`src/rtl/disp_pkg.sv`:
```
// Shared definitions for the result display path.
//
// Holds the BCD digit geometry, the digit-select encodings used on the
// display `count` bus, the double-dabble adjust constants and the state
// encoding of the sequential binary-to-BCD core.
package disp_pkg;

    // Width of one BCD digit and the number of magnitude digits shown.
    localparam int BCD_W      = 4;
    localparam int NUM_DIGITS = 3;
    localparam int BCD_BUS_W  = BCD_W * NUM_DIGITS;

    // Digit-select positions on the display refresh bus.
    typedef enum logic [1:0] {
        DIG_ONES = 2'd0,
        DIG_TENS = 2'd1,
        DIG_HUND = 2'd2,
        DIG_SIGN = 2'd3
    } dig_sel_e;

    // A nibble at or above the threshold would exceed 9 after the next
    // shift, so it is pre-corrected by the offset before shifting.
    localparam int DD_THRESH = 5;
    localparam int DD_OFFSET = 3;

    // Conversion core states.
    typedef enum logic {
        ST_IDLE = 1'b0,
        ST_RUN  = 1'b1
    } conv_state_e;

endpackage

```
`src/rtl/bin2bcd_seq.sv`:
```
// Sequential double-dabble converter: one shift/adjust step per clock.
//
// Ports:
//   clk    - rising-edge clock
//   srst   - synchronous active-high reset; aborts a running conversion
//   start  - begin converting `bin` (honoured only while idle)
//   bin    - unsigned binary input, BITS wide
//   busy   - conversion in progress
//   done   - one-cycle pulse in the cycle after the final step
//   last   - high during the cycle whose edge performs the final step
//   bcd    - result of the step being performed this cycle; holds the
//            finished digits {hundreds, tens, ones} while `last` is high
module bin2bcd_seq
    import disp_pkg::*;
#(
    parameter int BITS = 9
) (
    input  logic                 clk,
    input  logic                 srst,
    input  logic                 start,
    input  logic [BITS-1:0]      bin,
    output logic                 busy,
    output logic                 done,
    output logic                 last,
    output logic [BCD_BUS_W-1:0] bcd
);

    localparam int CNT_W = $clog2(BITS + 1);

    conv_state_e          state_reg, state_next;
    logic [CNT_W-1:0]     cnt_reg, cnt_next;
    logic [BITS-1:0]      mag_reg, mag_next;
    logic [BCD_BUS_W-1:0] scratch_reg, scratch_next;
    logic                 done_reg, done_next;
    logic [BCD_BUS_W-1:0] adjusted;
    logic [BCD_BUS_W-1:0] stepped;

    // Per-digit add-3 correction applied before the shift.
    generate
        for (genvar gi = 0; gi < NUM_DIGITS; gi++) begin : g_adjust
            logic [BCD_W-1:0] nib;
            assign nib = scratch_reg[gi*BCD_W +: BCD_W];
            assign adjusted[gi*BCD_W +: BCD_W] =
                (nib >= BCD_W'(DD_THRESH)) ? nib + BCD_W'(DD_OFFSET) : nib;
        end
    endgenerate

    // Shift left, taking in the magnitude MSB. The value never exceeds
    // 999, so nothing meaningful leaves the top of the scratch.
    assign stepped = (adjusted << 1) | {{(BCD_BUS_W-1){1'b0}}, mag_reg[BITS-1]};

    always_ff @(posedge clk) begin
        if (srst) begin
            state_reg   <= ST_IDLE;
            cnt_reg     <= '0;
            mag_reg     <= '0;
            scratch_reg <= '0;
            done_reg    <= 1'b0;
        end else begin
            state_reg   <= state_next;
            cnt_reg     <= cnt_next;
            mag_reg     <= mag_next;
            scratch_reg <= scratch_next;
            done_reg    <= done_next;
        end
    end

    always_comb begin
        state_next   = state_reg;
        cnt_next     = cnt_reg;
        mag_next     = mag_reg;
        scratch_next = scratch_reg;
        done_next    = 1'b0;
        last         = 1'b0;
        case (state_reg)
            ST_IDLE: begin
                if (start) begin
                    mag_next     = bin;
                    scratch_next = '0;
                    cnt_next     = CNT_W'(BITS);
                    state_next   = ST_RUN;
                end
            end
            ST_RUN: begin
                scratch_next = stepped;
                mag_next     = mag_reg << 1;
                cnt_next     = cnt_reg - CNT_W'(1);
                if (cnt_reg == CNT_W'(1)) begin
                    last       = 1'b1;
                    done_next  = 1'b1;
                    state_next = ST_IDLE;
                end
            end
            default: state_next = ST_IDLE;
        endcase
    end

    assign busy = (state_reg == ST_RUN);
    assign done = done_reg;
    assign bcd  = stepped;

endmodule

```
`src/rtl/result_display_driver.sv`:
```
// Signed result to multiplexed BCD display driver.
//
// Captures a signed value on `load`, converts its magnitude to three BCD
// digits over WIDTH+1 clocks, then commits digits and sign atomically.
// A free-running prescaler steps `count` through the four display
// positions every REFRESH_DIV clocks; `num` carries the selected digit.
//
// Ports:
//   clk, rst - clock and synchronous active-high reset
//   value    - signed two's-complement input, WIDTH bits
//   load     - capture request (ignored while busy)
//   busy     - conversion in progress
//   done     - one-cycle pulse when new digits are committed
//   en       - display enable, set by the first completed conversion
//   count    - digit select: ones, tens, hundreds, sign position
//   num      - BCD digit selected by count (0 in the sign position)
//   sign     - committed result is negative
module result_display_driver
    import disp_pkg::*;
#(
    parameter int WIDTH       = 8,
    parameter int REFRESH_DIV = 100000
) (
    input  logic             clk,
    input  logic             rst,
    input  logic [WIDTH-1:0] value,
    input  logic             load,
    output logic             busy,
    output logic             done,
    output logic             en,
    output logic [1:0]       count,
    output logic [3:0]       num,
    output logic             sign
);

    // One extra bit so that -2^(WIDTH-1) negates to a positive magnitude.
    localparam int MAG_W = WIDTH + 1;
    localparam int PRE_W = (REFRESH_DIV > 1) ? $clog2(REFRESH_DIV) : 1;

    logic [MAG_W-1:0]     val_ext;
    logic [MAG_W-1:0]     mag;
    logic                 start;
    logic                 core_busy;
    logic                 core_done;
    logic                 core_last;
    logic [BCD_BUS_W-1:0] core_bcd;

    logic [BCD_BUS_W-1:0] digit_reg;
    logic                 sign_reg;
    logic                 sign_pend_reg;
    logic                 en_reg;
    logic [PRE_W-1:0]     presc_reg;
    logic [1:0]           count_reg;

    assign val_ext = {value[WIDTH-1], value};
    assign mag     = value[WIDTH-1] ? -val_ext : val_ext;
    assign start   = load && !core_busy;

    bin2bcd_seq #(
        .BITS (MAG_W)
    ) u_conv (
        .clk   (clk),
        .srst  (rst),
        .start (start),
        .bin   (mag),
        .busy  (core_busy),
        .done  (core_done),
        .last  (core_last),
        .bcd   (core_bcd)
    );

    // Sign is held pending until the digits are ready so the display
    // switches sign and magnitude on the same edge.
    always_ff @(posedge clk) begin
        if (rst) begin
            digit_reg     <= '0;
            sign_reg      <= 1'b0;
            sign_pend_reg <= 1'b0;
            en_reg        <= 1'b0;
        end else begin
            if (start) begin
                sign_pend_reg <= value[WIDTH-1];
            end
            if (core_last) begin
                digit_reg <= core_bcd;
                sign_reg  <= sign_pend_reg;
                en_reg    <= 1'b1;
            end
        end
    end

    // Display refresh: runs regardless of conversion activity.
    always_ff @(posedge clk) begin
        if (rst) begin
            presc_reg <= '0;
            count_reg <= 2'd0;
        end else if (presc_reg == PRE_W'(REFRESH_DIV - 1)) begin
            presc_reg <= '0;
            count_reg <= count_reg + 2'd1;
        end else begin
            presc_reg <= presc_reg + PRE_W'(1);
        end
    end

    always_comb begin
        num = 4'd0;
        case (count_reg)
            DIG_ONES: num = digit_reg[0*BCD_W +: BCD_W];
            DIG_TENS: num = digit_reg[1*BCD_W +: BCD_W];
            DIG_HUND: num = digit_reg[2*BCD_W +: BCD_W];
            default:  num = 4'd0;
        endcase
    end

    assign busy  = core_busy;
    assign done  = core_done;
    assign en    = en_reg;
    assign count = count_reg;
    assign sign  = sign_reg;

endmodule

```
`config.mk`:
```
export PLATFORM = sky130hd
export DESIGN_NAME = result_display_driver
export DESIGN_NICKNAME = d
export VERILOG_FILES = /design/src/rtl/disp_pkg.sv /design/src/rtl/bin2bcd_seq.sv /design/src/rtl/result_display_driver.sv
export SDC_FILE = /design/constraint.sdc
export NUM_CORES = 1
export LEC_CHECK = 0
export ABC_AREA = 0
export CAP_MARGIN = 0
export CORE_MARGIN = 4
export CORE_UTILIZATION = 53
export DETAILED_ROUTE_END_ITERATION = 6
export GPL_TIMING_DRIVEN = 0
export PLACE_DENSITY = 0.76
export SKIP_LAST_GASP = 1
export SLEW_MARGIN = 20
export SYNTH_ARGS = -nofsm -noshare
export SYNTH_HDL_FRONTEND = slang
export SYNTH_SLANG_ARGS = --single-unit
```
`constraint.sdc`:
```
create_clock -name clk -period 1.55 [get_ports clk]
set_input_delay 0.31 -clock clk [delete_from_list [all_inputs] [get_ports clk]]
set_output_delay 0.31 -clock clk [all_outputs]
set_load 0.005 [all_outputs]
```
; ---- After elaboration in Yosys (flattened, before gate mapping)
; Index checks and enable logic that the tools add are counted.
[word_totals]
regBits = 61
in_bits = 11
output_inout_bits = 10
wordCells = 48
[classes]
addsub = 7
magnitude_cmp = 3
n_eq_ne = 5
muxes = 16
n_bitwise = 2
n_reduce_logical = 4
[ops]
columns = op, count
row1 = case mux 12 bit (2 select lines), 1
row2 = 2-to-1 mux 9 bit, 2
row3 = case mux 9 bit (2 select lines), 1
row4 = "adder 17 x 1 -> 17 bit, second input constant", 1
row5 = "== test 17 bit, second input constant", 1
row6 = "greater-or-equal comparator 4 x 3 -> 1 bit, second input constant", 3
row7 = 2-to-1 mux 12 bit, 1
row8 = 2-to-1 mux 4 bit, 3
row9 = OR 12 x 1 -> 12 bit, 1
row10 = case mux 4 bit (3 select lines), 1
row11 = negator 9 bit, 1
row12 = "adder 4 x 2 -> 4 bit, second input constant", 2
row13 = case mux 4 bit (2 select lines), 1
row14 = "== test 4 x 1 -> 1 bit, second input constant", 1
row15 = 2-to-1 mux 1 bit, 4
row16 = "subtractor 4 x 1 -> 4 bit, second input constant", 1
row17 = "adder 3 x 2 -> 3 bit, second input constant", 1
row18 = 2-to-1 mux 3 bit, 1
row19 = "adder 2 x 1 -> 2 bit, second input constant", 1
row20 = "== test 2 x 1 -> 1 bit, second input constant", 1
row21 = "== test 2 bit, second input constant", 1
row22 = logical NOT 2 bit, 1
row23 = "inequality test 2 bit, second input constant", 1
row24 = case mux 1 bit (2 select lines), 1
row25 = other kinds (4), 4

; ---- Depth between registers and ports, before layout
[logic_depth]
ltp_word = 4
mapped_depth = 7
ltp_nobuf = 6

; ---- Modules after synthesis
; A second synthesis with hierarchy kept.
[hier_totals]
hier_cells = 345
area_unflattened_um2 = 3099.2
[modules_own_cells]
columns = mod, instances, cells_each, area_each_um2, seq_area_each_um2
row1 = result_display_driver, 1, 178, 1634.1, 680.7
row2 = bin2bcd_seq, 1, 167, 1465.2, 540.5

; ---- Worst setup path before layout
; Ideal clock, no wire load.
[synth_path]
kind = register to register
from = register presc_reg[0]
to = register presc_reg[16]
setup_time_ps = 115
t_arrival_ps = 1626
required_ps = 1435
path_slack_ps = -190
stages_incl_launch_ff = 8
path_buffers = 2
period_less_slack_ps = 1740
cell_sequence = dfxtp_1 -> ha_1 -> nand4_1 -> nor4_4 -> or2_1 -> buf_6 -> buf_12 -> nor2_1
[synth_between]
elab_chain_len = 2
elab_cells_between_ends = 3
classes_between = add/sub (1) / eq/ne (1) / reduce/logical (1)
[synth_rtl]
columns = item, line_no
row1 = "start, declared", result_display_driver.sv:52  ; logic [PRE_W-1:0] presc_reg;
row2 = "start signal, assigned", result_display_driver.sv:101  ; presc_reg <= presc_reg + PRE_W'(1);
row3 = branches (longest 2 deep; another with adder 17 x 1 -> 17 bit), -
; Several ways; the timed one is not identified.
; A chain may end at the register's enable or synchronous reset.

; ---- Worst setup path in the final report
[layout_path]
from = register count_reg[1] (netlist: count[1])
to = output port num[0]
[layout_between]
elab_chain_len = 2
elab_cells_between_ends = 4
classes_between = eq/ne (2) / mux (1) / reduce/logical (1)
[layout_rtl]
columns = item, line_no
row1 = "start, declared", result_display_driver.sv:53  ; logic [1:0] count_reg;
row2 = "start signal, assigned", result_display_driver.sv:99  ; count_reg <= count_reg + 2'd1;
row3 = "== test 2 bit, or another cell as far along", result_display_driver.sv:107  ; case (count_reg)
row4 = case mux 4 bit (3 select lines) (*), result_display_driver.sv:107
row5 = "end, declared", result_display_driver.sv:32  ; output logic [3:0] num,
; Mark *: on every way between the ends. The rest lies on a longest branch, timed or not.

==> results.sh <==
export IMPL_wl_per_cell_um=15.72
export IMPL_power_leakage_nw=1.433
export IMPL_fmax_ghz=0.5592
export IMPL_gp_congestion=0.8085
export IMPL_grt_pass1_vias=2634
export IMPL_whs_ps=447.0
export IMPL_pwr_share_comb_pct=9.4
export IMPL_start_util_pct=54.86
export IMPL_min_period_ps=1788
export IMPL_p_sw_uw=850.5
export IMPL_cts_made_buffers=9
export IMPL_firstDrtPassIters=6
export IMPL_antenna_found_initial=0
export IMPL_violations="negative setup slack"
export IMPL_synth_simple_gate_area_share_pct=25.65
export IMPL_grt_max_degree=11
export IMPL_fp_dieW_um=83.73
export IMPL_cp_slowest_cell="dfxtp_2"
export IMPL_yosysSeqAreaShare_pct=40.18
export IMPL_h_tree_depth=3
export IMPL_postPlaceCellArea_um2=3324
export IMPL_dr_total_vias=2814
export IMPL_synth_top_area_share_pct=40.18
export IMPL_slew_violations=0
export IMPL_path_cells="inv_2 > ha_4 > a222oi_1 > nor2_1 > buf_2"
export IMPL_synth_area_top_cells="dfxtp_1, nor2_1, ha_1"
export IMPL_synthAdderAreaFrac_pct=5.764
export IMPL_cts_hold_buf=0
export IMPL_synth_top_family_by_area="simple AND/OR/NAND/NOR gates"
export IMPL_power_density_nw_per_um2=939.4
export IMPL_cts_tree="done"
export IMPL_synthXorXnorAreaFrac_pct=5.187
export IMPL_syn_nets=378
export IMPL_setup_worst_path_start_class="flip-flop"
export IMPL_r2r_end="presc_reg[16]$_SDFF_PP0_"
export IMPL_timing_reg2reg_setup_slack_ps=-220
export IMPL_worst_path_max_fanout=4
export IMPL_detail_route_iter0_violations=205
export IMPL_ys_ff_latch=61
export IMPL_p_int_mw=2.882
export IMPL_core_area_um2=5540
export IMPL_syn2layout_area_growth_pct=30.75
export IMPL_worst_setup_path_type="flip-flop to output port"
export IMPL_status="finished with violations"
export IMPL_syn_area_per_cell_um2=8.610
export IMPL_worst_slack_ps=-238.2
export IMPL_min_from="presc_reg[0]$_SDFF_PP0_"
export IMPL_worst_pin_slew_ps=517.9
export IMPL_gr_total_overflow=0
export IMPL_hold_path_depth=1
export IMPL_multi_input_area_um2=1867
export IMPL_largest_reg_flops=17
export IMPL_clk_latency_ps=340
export IMPL_drt_total_wl_um=7529
export IMPL_hold_viol=0
export IMPL_synth_mux_area_share_pct=3.499
export IMPL_post_dp_hpwl_um=4692
export IMPL_final_area_um2=3974
export IMPL_skew_ps=10.69
export IMPL_r2r_cells=6
export IMPL_cpPeakStageDelay_ps=360
export IMPL_drcViolationCount=0
export IMPL_clk_pin_slew_worst_paths_ps=70
export IMPL_synth_compound_area_share_pct=14.37
export IMPL_p_clk_share_pct=46.4
export IMPL_yosysWarnings=0
export IMPL_rsz0062_at_grt="true"
export IMPL_r2r_start="presc_reg[12]$_SDFF_PP0_"
export IMPL_min_period_over_period_pct=115.4
export IMPL_vdd_drop_max_uv=567.9
export IMPL_seq_area_um2=1245
export IMPL_cts_root_buf="clkbuf_8"
export IMPL_port_buffers=19
export IMPL_end_kind="output port"
export IMPL_n_antenna_cell=0
export IMPL_hold_end="presc_reg[0]$_SDFF_PP0_"
export IMPL_synth_edf_count=0
export IMPL_rows=27
export IMPL_layout_commonest_cell="dfxtp_1"
export IMPL_nNetsFinal=427
export IMPL_ioPinCount=21
export IMPL_async_flop_share_pct=0
export IMPL_fp_dieH_um=83.73
export IMPL_syn_area_um2=3039
export IMPL_slew_headroom_pct=65.47
export IMPL_crit_arrival_ps=1480
export IMPL_seqPwrFrac_pct=44.2
export IMPL_n_fill_cell=408
export IMPL_synth_ff_type="dfxtp_1"
export IMPL_ys_types=49
export IMPL_crit_start="count[1]$_SDFFE_PP0N_"
export IMPL_cts_sinks=61
export IMPL_drive_gt1_share_pct=27.27
export IMPL_p_sw_share_pct=22.79
export IMPL_netlist_instances=353
export IMPL_setup_viol=22
export IMPL_layout_common_cells="dfxtp_1, nor2_1, inv_1, nand2_1, o21ai_0"
export IMPL_dieArea_um2=7010
export IMPL_synth_top_area_cell="dfxtp_1"
export IMPL_postRouteAntennaNets=0
export IMPL_grt_pass1_wl_um=12030
export IMPL_worstHoldPathType="flip-flop to flip-flop"
export IMPL_max_clock_path_buffers=2
export IMPL_vias_per_cell=5.875
export IMPL_maxCapViolCount=0
export IMPL_cp_required_ps=1240
export IMPL_grtUsageTotal_pct=21.19
-- worst max-delay path by stage --
stage,endpoint,slack (ps),cells after the start
after global routing,num[2],-310,5
final,num[0],-240,5
after detailed placement,u_conv.mag_reg[4]$_SDFFE_PP0P_,-540,4
after floorplan,presc_reg[16]$_SDFF_PP0_,-140,6
after CTS,num[3],-220,5
after global placement,u_conv.mag_reg[4]$_SDFFE_PP0P_,-520,4
-- cells in the mapped netlist (2+ instances only) --
cell type  number
nor2_1         50
or2_2           2
a21o_1          2
a311oi_1        4
nand4_1         4
nor2_2          2
xor2_1          2
nor2b_1         2
a211oi_1        4
ha_1           14
o31ai_1         4
or2_1           2
nand3_1         8
and2_1          2
nand2b_1       12
xnor2_1        16
o21ai_0        17
mux2i_1         5
mux2_2          5
nand3b_1       10
clkbuf_1       14
nor4_1          6
a222oi_1        4
o22ai_1         7
nor3_1         12
or4_1           2
or3_1           4
inv_1          20
a32oi_1         2
dfxtp_1        61
nor3b_1         6
nand2_1        16
a21oi_1        16
-- area by class of cell --
class	instances	area share, %
Tap cell	72	2.267
Clock inverter	4	2.393
Multi-Input combinational cell	255	46.98
Clock buffer	12	3.652
Inverter	20	1.889
Timing Repair Buffer	38	8.753
Sequential cell	61	31.33
Buffer	17	2.739
-- what timing repair did --
action / CTS / global route
endpoints found under the setup margin: 63 / 60
pin swaps: 20 / 11
gates cloned: 0 / 1
gates resized for setup: 68 / 40
setup buffers: 11 / 7
-- metal layers --
metal,vias to the layer above,global-route usage (%),share of wire (%)
li1,1352,-,-
met1,1349,26.48,44
met2,95,34.63,49
met3,18,5.133,5.5
met4,0,9.211,2.0
met5,-,0,0
-- stage by stage --
step	utilization (%)	worst slack [ps]	power (mW)	TNS [ps]	std cells
3_5_place_dp	60.00	-538.3	1.996	-21880	444
2_1_floorplan	-	-135.3	1.883	-1544	353
3_3_place_gp	60.00	-521.8	1.987	-20560	444
6_report	71.73	-238.2	3.733	-3922	479
5_1_grt	71.73	-309.9	3.861	-5730	479
4_1_cts	67.98	-224.5	3.705	-2906	471
-- worst max-delay path, delay by kind of cell (launching register included) --
kind                       cells  cell delay (ps)
DFF                            1              360
AOI/OAI and AO/OA              1              350
buffers and inverters          2              190
adders and majority gates      1              170
and+or+nand+nor                1               70
-- power groups by stage --
stage                     Combinational [mW]  Clock (mW)  Sequential, mW
after CTS                              0.323        1.74            1.65
final                                  0.350        1.73            1.65
after detailed placement               0.313           0            1.68
after global routing                   0.386        1.82            1.66
after floorplan                        0.206           0            1.68
after global placement                 0.304           0            1.68
-- kinds of logic after synthesis --
| logic type | Yosys count |
|---|---|
| fa+ha+maj | 14 |
| compound gates | 67 |
| simple gates | 146 |
| buf+inv | 37 |
| xor+xnor | 18 |
| mux | 10 |
| flops | 61 |
Note: power is estimated with default switching activity, not from simulation.
